==> config.mk <==
export PLATFORM = sky130hd
export DESIGN_NAME = mcd_wr_data_conv
export DESIGN_NICKNAME = d
export VERILOG_FILES = /design/src/rtl/mcd_wr_data_conv_pkg.sv /design/src/rtl/mcd_len_fifo.sv /design/src/rtl/mcd_wr_data_conv.sv
export SDC_FILE = /design/constraint.sdc
export NUM_CORES = 1
export LEC_CHECK = 0
export ABC_AREA = 1
export ABC_CLOCK_PERIOD_IN_PS = 2000
export BUFFER_PORTS_ARGS = -buffer_cell sky130_fd_sc_hd__buf_2
export CAP_MARGIN = 10
export CORE_MARGIN = 1.5
export CORE_UTILIZATION = 35
export CTS_BUF_LIST = sky130_fd_sc_hd__clkbuf_16
export DETAILED_ROUTE_END_ITERATION = 8
export PLACE_DENSITY_LB_ADDON = 0.2
export SLEW_MARGIN = 0
export SYNTH_ARGS = -nofsm -noshare
export SYNTH_HDL_FRONTEND = slang
export SYNTH_SLANG_ARGS = --single-unit
export TNS_END_PERCENT = 100
==> constraint.sdc <==
create_clock -name clk -period 2 [get_ports clk]
set_input_delay 0.1 -clock clk [delete_from_list [all_inputs] [get_ports clk]]
set_output_delay 0.1 -clock clk [all_outputs]
set_load 0.03 [all_outputs]
==> src/rtl/mcd_wr_data_conv_pkg.sv <==
// Shared definitions for the memcached write-data converter.
//   - MCD_CNT_W        : width of a 32-bit-word count (num_words, rem, pad)
//   - MCD_SECTOR_WORDS : 32-bit words per 512-byte sector
//   - wr_state_e       : converter state encoding
//   - pad_words()      : zero words needed to round a count up to a whole sector
package mcd_wr_data_conv_pkg;

    localparam int unsigned MCD_CNT_W        = 16;
    localparam int unsigned MCD_SECTOR_WORDS = 128;

    typedef enum logic [2:0] {
        StIdle,
        StLoad,
        StFetch,
        StLo,
        StHi,
        StPad,
        StDone
    } wr_state_e;

    // Pure 16-bit unsigned arithmetic so the result matches the sector count
    // the command path derives from the same num_words.
    function automatic logic [MCD_CNT_W-1:0] pad_words(input logic [MCD_CNT_W-1:0] n,
                                                       input logic [MCD_CNT_W-1:0] sw);
        return (sw - (n % sw)) % sw;
    endfunction

endpackage

==> src/rtl/mcd_len_fifo.sv <==
// Small synchronous FIFO holding pending transfer lengths.
//   clk, nReset : clock, synchronous active-low reset
//   push, din   : write strobe and data (ignored while full)
//   pop, dout   : read strobe and head-of-queue data (ignored while empty)
//   empty, full : occupancy flags
// A push and a pop in the same cycle are both honoured.
module mcd_len_fifo #(
    parameter int unsigned WIDTH = 16,
    parameter int unsigned DEPTH = 4
) (
    input  logic             clk,
    input  logic             nReset,
    input  logic             push,
    input  logic [WIDTH-1:0] din,
    input  logic             pop,
    output logic [WIDTH-1:0] dout,
    output logic             empty,
    output logic             full
);

    localparam int unsigned PtrW = (DEPTH > 1) ? $clog2(DEPTH) : 1;
    localparam int unsigned CntW = PtrW + 1;

    logic [WIDTH-1:0] mem_q [DEPTH];
    logic [PtrW-1:0]  wr_ptr_q;
    logic [PtrW-1:0]  rd_ptr_q;
    logic [CntW-1:0]  count_q;
    logic             do_push;
    logic             do_pop;

    assign full    = (count_q == CntW'(DEPTH));
    assign empty   = (count_q == '0);
    assign do_push = push & ~full;
    assign do_pop  = pop & ~empty;
    assign dout    = mem_q[rd_ptr_q];

    // Storage carries no reset; only the pointers define validity.
    always_ff @(posedge clk) begin
        if (do_push) begin
            mem_q[wr_ptr_q] <= din;
        end
    end

    always_ff @(posedge clk) begin
        if (!nReset) begin
            wr_ptr_q <= '0;
            rd_ptr_q <= '0;
            count_q  <= '0;
        end else begin
            if (do_push) begin
                wr_ptr_q <= wr_ptr_q + PtrW'(1);
            end
            if (do_pop) begin
                rd_ptr_q <= rd_ptr_q + PtrW'(1);
            end
            case ({do_push, do_pop})
                2'b10:   count_q <= count_q + CntW'(1);
                2'b01:   count_q <= count_q - CntW'(1);
                default: count_q <= count_q;
            endcase
        end
    end

endmodule

==> src/rtl/mcd_wr_data_conv.sv <==
// Memcached write-data converter: 64-bit memcached beats in, 32-bit HBA write
// words out, zero-padded to a whole number of sectors per write.
//   clk, nReset            : clock, synchronous active-low reset
//   num_words, wr_num_words_en : length of the next write (queued)
//   mem_data/valid/ready   : 64-bit memcached write-data stream
//   hba_wdata/wvalid/wready: 32-bit HBA write-data stream
//   busy                   : transfer in progress
//   wr_done                : one-cycle pulse after the last padded word
//   len_ovf                : one-cycle pulse when a length was dropped (queue full)
module mcd_wr_data_conv
    import mcd_wr_data_conv_pkg::*;
#(
    parameter int unsigned LEN_DEPTH    = 4,
    parameter int unsigned SECTOR_WORDS = MCD_SECTOR_WORDS
) (
    input  logic        clk,
    input  logic        nReset,
    input  logic [15:0] num_words,
    input  logic        wr_num_words_en,
    input  logic [63:0] mem_data,
    input  logic        mem_valid,
    output logic        mem_ready,
    output logic [31:0] hba_wdata,
    output logic        hba_wvalid,
    input  logic        hba_wready,
    output logic        busy,
    output logic        wr_done,
    output logic        len_ovf
);

    wr_state_e            state_q, state_d;
    logic [MCD_CNT_W-1:0] rem_q, rem_d;
    logic [MCD_CNT_W-1:0] pad_q, pad_d;
    logic [63:0]          hold_q, hold_d;
    logic                 len_ovf_q;

    logic                 fifo_pop;
    logic [MCD_CNT_W-1:0] fifo_dout;
    logic                 fifo_empty;
    logic                 fifo_full;

    mcd_len_fifo #(
        .WIDTH(MCD_CNT_W),
        .DEPTH(LEN_DEPTH)
    ) u_len_fifo (
        .clk   (clk),
        .nReset(nReset),
        .push  (wr_num_words_en),
        .din   (num_words),
        .pop   (fifo_pop),
        .dout  (fifo_dout),
        .empty (fifo_empty),
        .full  (fifo_full)
    );

    assign busy    = (state_q != StIdle);
    assign len_ovf = len_ovf_q;

    always_ff @(posedge clk) begin
        if (!nReset) begin
            state_q   <= StIdle;
            rem_q     <= '0;
            pad_q     <= '0;
            hold_q    <= '0;
            len_ovf_q <= 1'b0;
        end else begin
            state_q   <= state_d;
            rem_q     <= rem_d;
            pad_q     <= pad_d;
            hold_q    <= hold_d;
            len_ovf_q <= wr_num_words_en & fifo_full;
        end
    end

    always_comb begin
        state_d    = state_q;
        rem_d      = rem_q;
        pad_d      = pad_q;
        hold_d     = hold_q;
        fifo_pop   = 1'b0;
        mem_ready  = 1'b0;
        hba_wvalid = 1'b0;
        hba_wdata  = '0;
        wr_done    = 1'b0;

        unique case (state_q)
            StIdle: begin
                if (!fifo_empty) begin
                    // Latch the head as it leaves the queue; LOAD works from rem/pad.
                    fifo_pop = 1'b1;
                    rem_d    = fifo_dout;
                    pad_d    = pad_words(fifo_dout, MCD_CNT_W'(SECTOR_WORDS));
                    state_d  = StLoad;
                end
            end
            StLoad: begin
                state_d = (rem_q == '0) ? StDone : StFetch;
            end
            StFetch: begin
                mem_ready = 1'b1;
                if (mem_valid) begin
                    hold_d  = mem_data;
                    state_d = StLo;
                end
            end
            StLo: begin
                hba_wvalid = 1'b1;
                hba_wdata  = hold_q[31:0];
                if (hba_wready) begin
                    rem_d = rem_q - MCD_CNT_W'(1);
                    if (rem_q == MCD_CNT_W'(1)) begin
                        // Odd count: the upper half of this beat is dropped.
                        state_d = (pad_q != '0) ? StPad : StDone;
                    end else begin
                        state_d = StHi;
                    end
                end
            end
            StHi: begin
                hba_wvalid = 1'b1;
                hba_wdata  = hold_q[63:32];
                // Prefetch the next beat alongside the upper word to keep one word per cycle.
                mem_ready  = hba_wready & (rem_q > MCD_CNT_W'(1));
                if (hba_wready) begin
                    rem_d = rem_q - MCD_CNT_W'(1);
                    if (rem_q == MCD_CNT_W'(1)) begin
                        state_d = (pad_q != '0) ? StPad : StDone;
                    end else if (mem_valid) begin
                        hold_d  = mem_data;
                        state_d = StLo;
                    end else begin
                        state_d = StFetch;
                    end
                end
            end
            StPad: begin
                hba_wvalid = 1'b1;
                if (hba_wready) begin
                    pad_d = pad_q - MCD_CNT_W'(1);
                    if (pad_q == MCD_CNT_W'(1)) begin
                        state_d = StDone;
                    end
                end
            end
            StDone: begin
                wr_done = 1'b1;
                state_d = StIdle;
            end
            default: begin
                state_d = StIdle;
            end
        endcase
    end

endmodule
==> metrics.csv, run 1 <==
stage;metric;value;unit
routing;post-route ant nets;0;
synth;sequential share of the synthesized area;51.61;%
grt;grt met2 use;28.49;%
grt;first-pass GRT wire length;33400;um
floorplanning;Starting Density;36.10;%
critical_path;r2r worst-path depth;11;
finish;share of cells above drive strength 1;19.75;%
critical_path;Worst setup SP type;flip-flop;
synth;fraction of registers with async set/reset;0;%
synth;top cell type's share of synthesized area;27.44;%
synth;Synth Instances;955;
pwr;P per Cell Area;1365;nW/um2
floorplanning;die footprint;23630;um2
finish;fillers;2124;
finish;post-route cell area;10510;um2
floorplanning;row count;54;
clocking;clock slew at reported path FFs;0.07;ns
grt;initial antenna violation count;1;
grt;Overall Global Routing Usage;17.59;%
routing;DR iter-0 viols;445;
synth;Post-synth EDFFs;64;
finish;Final #Nets;1270;
synth;synth top area cells;dfxtp_1 27%, edfxtp_1 24%, nor2_1 9.9%, nand2_1 6.1%, o21ai_1 4.0%;
placed_design;post-DP HPWL;13410;um
hold_path;worst hold stages;4;
grt;GR peak layer;met2;
routing;drt total wl;20470;um
synth;Unique masters post-synth;49;
synth;Cell Area, Synth;7951;um2
critical_path;Crit Path Category;flip-flop to primary output;
timing;Worst Tran Pin Value;0.4922;ns
synth;cell type with the largest total area after synthesis;dfxtp_1;
clocking;H-tree depth;4;
clocking;clock latency on the worst-skew pair;0.43;ns
synth;top-count cell post-synth;nor2_1;
timing;Tcrit/Tclk final;95.75;%
floorplanning;Core Region;22030;um2
timing;Slew headroom;66.88;%
finish;Layout area overhead;32.13;%
critical_path;CP arrival;1.82;ns
synth;most frequent cells after synthesis;210 x nor2_1, 129 x nand2_1, 109 x dfxtp_1, 64 x edfxtp_1, 64 x o21ai_1;
routing;DRT Pass-1 Iters;7;
floorplanning;IO Pins;122;
critical_path;Worst EP required;1.90;ns
clocking;clock buffer count from CTS;17;
grt;Overflow after GRT;0;
flow_run;Max-cap violations;0;
routing;routed vias/inst;4.790;
grt;largest net degree at the start of global routing;70;
hold_path;Hold Path Class;primary input to flip-flop;
timing;Max Freq;0.5222;GHz
grt;met1 Use GR;23.06;%
grt;vias in the first global route;6816;
pwr;P_leak;0.004604;uW
placed_design;pre-CTS WS;0.08691;ns
critical_path;top fanout value on the critical path;5;
timing;setup ws final;0.08494;ns
synth;Ys Warns;0;
status;status;finished, final reports clean;
clocking;CTS tree;done;
placed_design;Final Wtd Congestion;0.8070;
synth;FF+latch count, synth;173;
clocking;# clock sinks;173;
timing;final setup vio count;0;
grt;met3 Track Usage GR;3.354;%
critical_path;Critical Path End Type;primary output;
timing;Layout Skew;0.01872;ns
routing;per-cell routed wire length;13.96;um
timing;crit path time final;1.915;ns
timing;Slew Limit Fails;0;
floorplanning;die width;153.7;um
floorplanning;Die Span Y;153.7;um
clocking;CTS max path bufs;2;
routing;Post-route DRC;0;
synth;Mapped Nets;1053;
synth;ys flop type;dfxtp_1;
timing;Fin. Hold Viols;0;
routing;routed vias;7022;
pwr;Peak VDD IR;0.6696;mV
placed_design;number of I/O port buffers;121;
pwr;Final Power;14340;uW
clocking;root buf cell;clkbuf_16;
placed_design;Post-DP Area;9005;um2
synth;mean post-synth cell area;8.326;um2
registers in the layout, summed over array words and instances, names as in the netlist, named ones only:
name	flops
len_ovf	1
u_len_fifo.wr_ptr_q	2
state_q	3
u_len_fifo.count_q	3
u_len_fifo.rd_ptr_q	2
hold_q	64
pad_q	16
rem_q	16
u_len_fifo.mem_q	64
worst paths after layout:
check	from	endpoint	slack (ns)
max reg2reg	u_len_fifo.count_q[1]	u_len_fifo.count_q[2]	0.15
min reg2reg	u_len_fifo.rd_ptr_q[0]	u_len_fifo.rd_ptr_q[0]	0.48
max	rem_q[1]	mem_ready	0.08
min	mem_valid	state_q[1]	0.03
cells by family after synthesis:
kind of cell | synth area share [%]
AND/OR/NAND/NOR | 21.89
AO/OA/AOI/OAI | 16.98
flip-flops | 51.61
buffers and inverters | 6.719
adder cells (fa/ha/maj) | 2.140
XOR/XNOR | 0.6609
cells in the final DEF (no fill, tap or decap), types with 3 or more instances in the layout:
master           n
a21oi_1         47
a22o_1          32
a31oi_1          3
buf_12           7
buf_2          119
buf_4           35
clkbuf_16       18
dfxtp_1        107
dlygate4sd3_1   81
edfxtp_1        64
ha_1            12
inv_1           58
inv_2            5
inv_4            4
inv_6            5
inv_8            3
nand2_1        128
nand2_2          6
nand2_4          4
nand3_1         40
nand4_1          7
nor2_1         210
nor2_2           4
nor2_4           3
nor3_1           4
o21a_1           4
o21ai_0         61
o21ai_1         65
o22ai_1          8
xor2_1           4
per-layer routing:
layer	share of wire [%]	vias up
li1	-	3647
met1	47	3199
met5	0	-
met4	2.7	0
met3	3.8	32
met2	47	144
area by class of cell:
type	instances	area [um2]	share of cell area (%)
antenna	1	2.502	0.02382
clock buffer	17	425.4	4.049
clock inverter	15	168.9	1.608
inverter	68	266.5	2.537
multi-input combinational	668	3344	31.83
sequential	173	4106	39.09
tap	280	350.3	3.335
timing repair buffer	244	1842	17.53
where the power goes:
group          switching [uW]  internal [uW]
logic                    3870           2260
clock network            1530           1780
registers                 446           4450
total                    5840           8500
worst max-delay path: stages (launching register included):
cell and delay (ns):
dfxtp_1 0.31, inv_1 0.04, buf_4 0.14, ha_1 0.22, nand2_2 0.13, nor2_4 0.06
nand2_1 0.06, nand2_1 0.06, o21ai_0 0.16, buf_4 0.20
stage by stage:
step / util [%] / hold slack (ns) / setup TNS [ns] / std cells
finish: 47.70 / 0.03162 / 0 / 1466
CTS: 47.40 / 0.01256 / 0 / 1462
global placement: 40.88 / 0.3188 / 0 / 1349
detailed placement: 40.88 / 0.3165 / 0 / 1349
global route: 47.70 / 0.05094 / -0.03239 / 1466
floorplan: - / 0.1989 / 0 / 955
what timing repair did:
item                                    4_1_cts  5_1_grt
setup buffers                                 0        2
endpoints found under the setup margin       33       95
gates resized for setup                       8        9
hold buffers                                 81        0
pin swaps                                     1        2
endpoints found under the hold margin       129        0
cloned                                        0        1
Power figures use the tool's default switching activity.
==> run 2, diff against run 1 <==
CORE_UTILIZATION = 48   (was 35)
==> run 2 against run 1 <==
Compared with the run above: global-route usage rose by 5.7 points; largest power group unchanged; non-clock buffer count fell by 8; highest routed layer unchanged; sequential share of layout area rose by 0.75 points; utilization grew 16 points; clock skew down 0.012 ns; register-to-register slack better by 0.06 ns; via count increased by 0.98%.
==> metrics.csv, run 2 (same netlist as run 1, synthesis figures left out) <==
stage;metric;value;unit;change
critical_path;top fanout value on the critical path;16;;+11
grt;vias in the first global route;6843;;+0.40%
routing;routed vias/inst;5.090;;+6.3%
timing;Max Freq;0.5228;GHz;+0.11%
critical_path;Critical Path Max Stage Delay;0.31;ns;about the same
critical_path;Critical Path End Type;primary output;;
timing;Tcrit/Tclk final;95.64;%;-0.11 points
status;status;finished, final reports clean;;
clocking;clock slew at reported path FFs;0.07;ns;about the same
critical_path;r2r setup slk;0.21;ns;+0.06 ns
floorplanning;IO Pins;122;;unchanged
placed_design;number of I/O port buffers;121;;unchanged
routing;DRT Pass-1 Iters;5;;-2
grt;initial antenna violation count;0;;-1
floorplanning;Die Span Y;131.7;um;-14%
placed_design;pre-CTS WS;0.1229;ns;+0.03602 ns
timing;RSZ-0062 raised after global routing;no;;
critical_path;Worst setup SP type;flip-flop;;
clocking;# clock sinks;173;;unchanged
clocking;CTS tree;done;;
grt;first-pass GRT wire length;32620;um;-2.3%
timing;Layout Skew;0.006380;ns;-0.01234 ns
floorplanning;row count;46;;-15%
critical_path;reg2reg end;u_len_fifo.count_q[1];;
timing;Fin. Hold Viols;0;;unchanged
finish;Layout area overhead;29.65;%;
hold_path;worst hold stages;4;;unchanged
finish;Final #Nets;1262;;-0.63%
finish;most frequent cells in the layout;209 x nor2_1, 127 x nand2_1, 119 x buf_2, 107 x dfxtp_1, 81 x dlygate4sd3_1;;
timing;Slew Limit Fails;0;;unchanged
routing;post-route ant nets;0;;unchanged
hold_path;Hold Crit Endpoint;state_q[1];;
routing;DR iter-0 viols;447;;+0.45%
timing;Slew headroom;69.68;%;+2.8 points
pwr;P_leak;0.004530;uW;-1.6%
critical_path;CP Buf/Inv Count;4;;+1
critical_path;critical path's top delay family;buffers and inverters;;
timing;Hold WS;0.03680;ns;+0.005178 ns
finish;fillers;1315;;-38%
hold_path;Hold Path Class;primary input to flip-flop;;
routing;per-cell routed wire length;14.36;um;+2.9%
finish;Regs by FF count;hold_q (64), u_len_fifo.mem_q (64);;
placed_design;Final Wtd Congestion;0.8357;;+3.6%
critical_path;worst-path cell chain;buf_4 > nor2_2 > nand2_4 > clkinv_4 > clkbuf_16 > a22o_1 > buf_2;;
floorplanning;Core Region;16060;um2;-27%
floorplanning;die width;131.7;um;-14%
clocking;clock latency on the worst-skew pair;0.43;ns;about the same
timing;final setup vio count;0;;unchanged
clocking;clock buffer count from CTS;17;;unchanged
critical_path;CP arrival;1.81;ns;about the same
routing;routed vias;7091;;+0.98%
finish;share of cells above drive strength 1;19.29;%;-0.46 points
clocking;H-tree depth;4;;unchanged
finish;most common cell after layout, fill and taps aside;nor2_1;;
routing;drt total wl;20010;um;-2.2%
timing;Worst Tran Pin Value;0.4513;ns;-0.04089 ns
grt;largest net degree at the start of global routing;65;;-7.1%
flow_run;Max-cap violations;0;;unchanged
grt;Overflow after GRT;0;;unchanged
critical_path;reg2reg start;state_q[1];;
critical_path;r2r worst-path depth;11;;unchanged
floorplanning;die footprint;17350;um2;-27%
clocking;CTS max path bufs;2;;unchanged
routing;Post-route DRC;0;;unchanged
timing;crit path time final;1.913;ns;-0.002170 ns
placed_design;post-DP HPWL;12140;um;-9.4%
hold_path;worst hold start;mem_valid;;
critical_path;slowest cell on the critical path;dfxtp_1;;
critical_path;Worst EP required;1.90;ns;about the same
timing;setup ws final;0.08711;ns;+0.002170 ns
pwr;P per Cell Area;1366;nW/um2;about the same
critical_path;Crit Path Category;flip-flop to primary output;;
timing;setup TNS;0;ns;unchanged
clocking;root buf cell;clkbuf_16;;
pwr;Peak VDD IR;0.8679;mV;+30%
floorplanning;Starting Density;49.52;%;+13 points
finish;n_diodes;0;;-1
grt;Overall Global Routing Usage;23.24;%;+5.7 points
## run 2: timing repair
action                     in CTS  in global routing
pin swaps                       0                  2
hold buffers                   81                  0
gates cloned                    0                  1
buffers inserted                0                  1
gates resized for setup         7                 16
setup endpoints to repair      33                 36
hold endpoints to repair      129                  0
## run 2: through the flow
stage                     util [%]  cell area, um2  instances  power [uW]
after floorplan                  -            7951        955        9255
after global placement       55.02            8835       1278       10550
after detailed placement     55.02            8835       1278       10610
after CTS                    63.71           10230       1391       13980
after global routing         64.20           10310       1393       15150
final                        64.20           10310       1393       14080
## run 2: how the worst max path moves through the flow
stage | from | endpoint | cells past startpoint
after global placement | u_len_fifo.count_q[2] | u_len_fifo.count_q[2] | 11
after global routing | state_q[0] | hba_wdata[31] | 7
after floorplan | state_q[1] | u_len_fifo.count_q[2] | 12
after CTS | rem_q[1] | mem_ready | 8
final | state_q[0] | hba_wdata[15] | 7
after detailed placement | u_len_fifo.count_q[2] | u_len_fifo.count_q[2] | 11
## run 2: where the power goes
group          internal (uW)  switching [uW]
combinational           2110            3860
clock                   1730            1460
sequential              4460             464
## run 2: layer usage
metal	part of all wire (%)	track usage [%]	vias up
met5	0	0	-
met4	2.0	8.272	0
met3	4.2	5.478	37
met2	47	38.83	155
met1	47	29.52	3261
li1	-	-	3638
## run 2: worst register-to-register path, cell delays in order (launching register included)
cell     delay, ns
dfxtp_1       0.31
inv_1         0.08
nand2_1       0.07
nor2_1        0.11
nand2_1       0.08
inv_1         0.08
ha_1          0.14
inv_1         0.07
fa_2          0.53
nor2_1        0.04
a21oi_1       0.12
nor2_1        0.05
## run 2: area by class of cell
type | count | area (um2) | area share [%]
flip-flops and latches | 173 | 4106 | 39.84
multi-input cells | 668 | 3357 | 32.56
repair buffers | 236 | 1744 | 16.92
clock buffers | 17 | 425.4 | 4.127
well taps | 216 | 270.3 | 2.622
inverters | 68 | 269.0 | 2.610
clock inverters | 15 | 136.4 | 1.323
==> run 3, diff against run 2 <==
ABC_AREA = not set   (was 1)
PLACE_DENSITY_LB_ADDON = 0.25   (was 0.2)
==> run 3 against run 2 <==
Compared with the run above: the run now ends with negative setup slack left; register-to-register slack lost 0.23 ns; highest routed layer unchanged; clock-buffer cell count is the same; global-route usage grew 1.6 points; clock skew grew 0.0023 ns; largest cell class unchanged.
==> metrics.csv, run 3 <==
stage;metric;value;unit;change
synth;mean post-synth cell area;10.15;um2;+22%
critical_path;reg2reg end;u_len_fifo.count_q[2];;
grt;first-pass GRT wire length;34910;um;+7.0%
finish;Final #Nets;1137;;-9.9%
routing;drt total wl;21820;um;+9.0%
synth;most frequent cells after synthesis;109 x dfxtp_1, 91 x a21oi_1, 69 x nand3_1, 69 x o21ai_0, 64 x edfxtp_1;;
finish;share of cells above drive strength 1;29.94;%;+11 points
routing;routed vias/inst;5.663;;+11%
clocking;clock slew at reported path FFs;0.07;ns;about the same
status;violated checks;negative setup slack;;
critical_path;top fanout value on the critical path;5;;-11
clocking;clock latency on the worst-skew pair;0.44;ns;about the same
timing;Slew Limit Fails;0;;unchanged
pwr;P per Cell Area;1432;nW/um2;+4.8%
finish;most common cell after layout, fill and taps aside;buf_2;;
routing;post-route ant nets;0;;unchanged
synth;Mapped Nets;882;;-16%
critical_path;Worst EP required;1.90;ns;about the same
hold_path;worst hold start;nReset;;
critical_path;Critical Path End Type;primary output;;
critical_path;r2r setup slk;-0.02;ns;-0.23 ns
timing;final setup vio count;3;;+3
finish;Regs by FF count;hold_q (64), u_len_fifo.mem_q (64);;
placed_design;Final Wtd Congestion;0.8649;;+3.5%
critical_path;CP arrival;1.94;ns;+0.13 ns
floorplanning;Starting Density;49.54;%;about the same
timing;setup ws final;-0.04155;ns;-0.1287 ns
critical_path;r2r worst-path depth;8;;-3
critical_path;Crit Path Category;flip-flop to primary output;;
floorplanning;Die Span Y;131.7;um;about the same
timing;Layout Skew;0.008651;ns;+0.002271 ns
synth;FF+latch count, synth;173;;unchanged
placed_design;post-DP HPWL;13190;um;+8.7%
timing;crit path time final;2.042;ns;+0.1287 ns
clocking;H-tree depth;4;;unchanged
finish;most frequent cells in the layout;119 x buf_2, 103 x dfxtp_1, 89 x a21oi_1, 82 x buf_4, 81 x dlygate4sd3_1;;
placed_design;placed insts;1135;;-11%
clocking;# clock sinks;173;;unchanged
hold_path;Hold Path Class;primary input to flip-flop;;
synth;sequential share of the synthesized area;51.59;%;about the same
clocking;CTS tree;done;;
routing;DR iter-0 viols;631;;+41%
routing;routed vias;7186;;+1.3%
timing;Fin. Hold Viols;0;;unchanged
timing;setup TNS;-0.06332;ns;-0.06332 ns
timing;Tcrit/Tclk final;102.1;%;+6.4 points
floorplanning;die footprint;17350;um2;about the same
clocking;clock buffer count from CTS;17;;unchanged
clocking;CTS max path bufs;2;;unchanged
floorplanning;IO Pins;122;;unchanged
pwr;P_leak;0.004211;uW;-7.1%
status;status;finished, violations left;;
grt;largest net degree at the start of global routing;65;;unchanged
grt;Overall Global Routing Usage;24.88;%;+1.6 points
flow_run;Max-cap violations;0;;unchanged
synth;fraction of registers with async set/reset;0;%;unchanged
routing;Post-route DRC;0;;unchanged
synth;cell type with the largest total area after synthesis;dfxtp_1;;
floorplanning;row count;46;;unchanged
synth;Unique masters post-synth;73;;+49%
timing;Max Freq;0.4898;GHz;-6.3%
hold_path;worst hold stages;3;;-1
timing;Slew headroom;49.56;%;-20 points
finish;Layout area overhead;37.26;%;
hold_path;Hold Crit Endpoint;rem_q[12];;
synth;Synth Instances;784;;-18%
critical_path;reg2reg start;state_q[2];;
synth;Post-synth EDFFs;64;;unchanged
routing;DRT Pass-1 Iters;5;;unchanged
synth;top-count cell post-synth;dfxtp_1;;
critical_path;Worst setup SP type;flip-flop;;
floorplanning;die width;131.7;um;about the same
finish;Finished Layout Cells;1269;;-8.9%
timing;RSZ-0062 raised after global routing;yes;;
grt;vias in the first global route;7003;;+2.3%
grt;initial antenna violation count;1;;+1
synth;synth top area cells;dfxtp_1 27%, edfxtp_1 24%, a21oi_1 5.7%, mux4_2 4.5%, nand3_1 4.3%;;
synth;Ys Warns;0;;unchanged
placed_design;number of I/O port buffers;121;;unchanged
floorplanning;Core Region;16060;um2;unchanged
timing;Worst Tran Pin Value;0.7555;ns;+0.3042 ns
grt;Overflow after GRT;0;;unchanged
pwr;Peak VDD IR;0.9747;mV;+12%
synth;ys flop type;dfxtp_1;;
routing;per-cell routed wire length;17.19;um;+20%
synth;top cell type's share of synthesized area;27.43;%;about the same
clocking;root buf cell;clkbuf_16;;
synth;Cell Area, Synth;7955;um2;about the same
[run 3: cell types whose count changed after synthesis, sizes merged, moves of 29 or more]
cell / change
nand3: +29
nor2: -180
inv: -41
o21ai: -31
a21oi: +41
nand2: -114
[run 3: final cells by class]
type	instances	area [um2]
repair buffers	298	2295
fillers	1174	5139
flip-flops and latches	173	4116
well taps	216	270.3
clock inverters	15	98.84
diodes	1	2.502
multi-input cells	524	3617
inverters	25	93.84
clock buffers	17	425.4
[run 3: timing repair]
action | in CTS | in global routing
setup buffers | 7 | 12
hold buffers | 81 | 0
pin swaps | 6 | 35
hold endpoints to repair | 129 | 0
gates cloned | 0 | 1
endpoints found under the setup margin | 37 | 57
gates resized for setup | 15 | 36
[run 3: stage by stage]
stage          power, uW  hold slack [ns]  area, um2  setup slack [ns]  util, %
2_1_floorplan       9297           0.1989       7989           -0.1860        -
3_3_place_gp       11580           0.3175       9248          -0.04114    57.59
3_5_place_dp       11660           0.3169       9248          -0.03757    57.59
4_1_cts            15000           0.1224      10690          -0.07416    66.54
5_1_grt            16620           0.1249      10920           -0.1286    68.00
6_report           15630           0.1351      10920          -0.04155    68.00
[run 3: kinds of logic (layout without fill, tap and decap cells)]
family,after synthesis,count (layout),synth area share (%)
AOI/OAI and AO/OA,270,270,20.62
other,0,1,0
DFF,173,173,51.59
xor gates and xnor gates,15,15,1.651
buffers and inverters,87,355,4.545
muxes,16,16,4.530
adders and majority gates,13,13,2.139
and+or+nand+nor,210,210,14.93
[run 3: worst max path at each step]
stage                           from                    end  slack [ns]  cells after the start
final                       rem_q[3]              mem_ready       -0.04                      5
after global routing        rem_q[3]              mem_ready       -0.13                      5
after CTS                   rem_q[7]              mem_ready       -0.07                      6
after detailed placement   flip-flop               pad_q[5]       -0.04                      6
after global placement      rem_q[4]              rem_q[14]       -0.04                      6
after floorplan           state_q[0]  u_len_fifo.count_q[2]       -0.19                     10
[run 3: critical path, stage by stage, from the launching register on]
cell       delay (ns)
dfxtp_2          0.35
nor4_4           0.40
nand4_1          0.24
o2111ai_2        0.24
a21oi_1          0.09
buf_4            0.18
[run 3: power breakdown]
group / leakage (uW) / switching [uW] / internal, uW
registers: 0.00148 / 531 / 4360
logic: 0.00247 / 4080 / 3680
clock network: 0.000269 / 1390 / 1580
[run 3: metal layers]
metal	track usage (%)	part of all wire, %	vias to the layer above
met5	0	0	-
met4	9.877	2.7	0
met3	5.882	6.3	55
met2	41.37	49	292
met1	31.44	42	3387
li1	-	-	3452
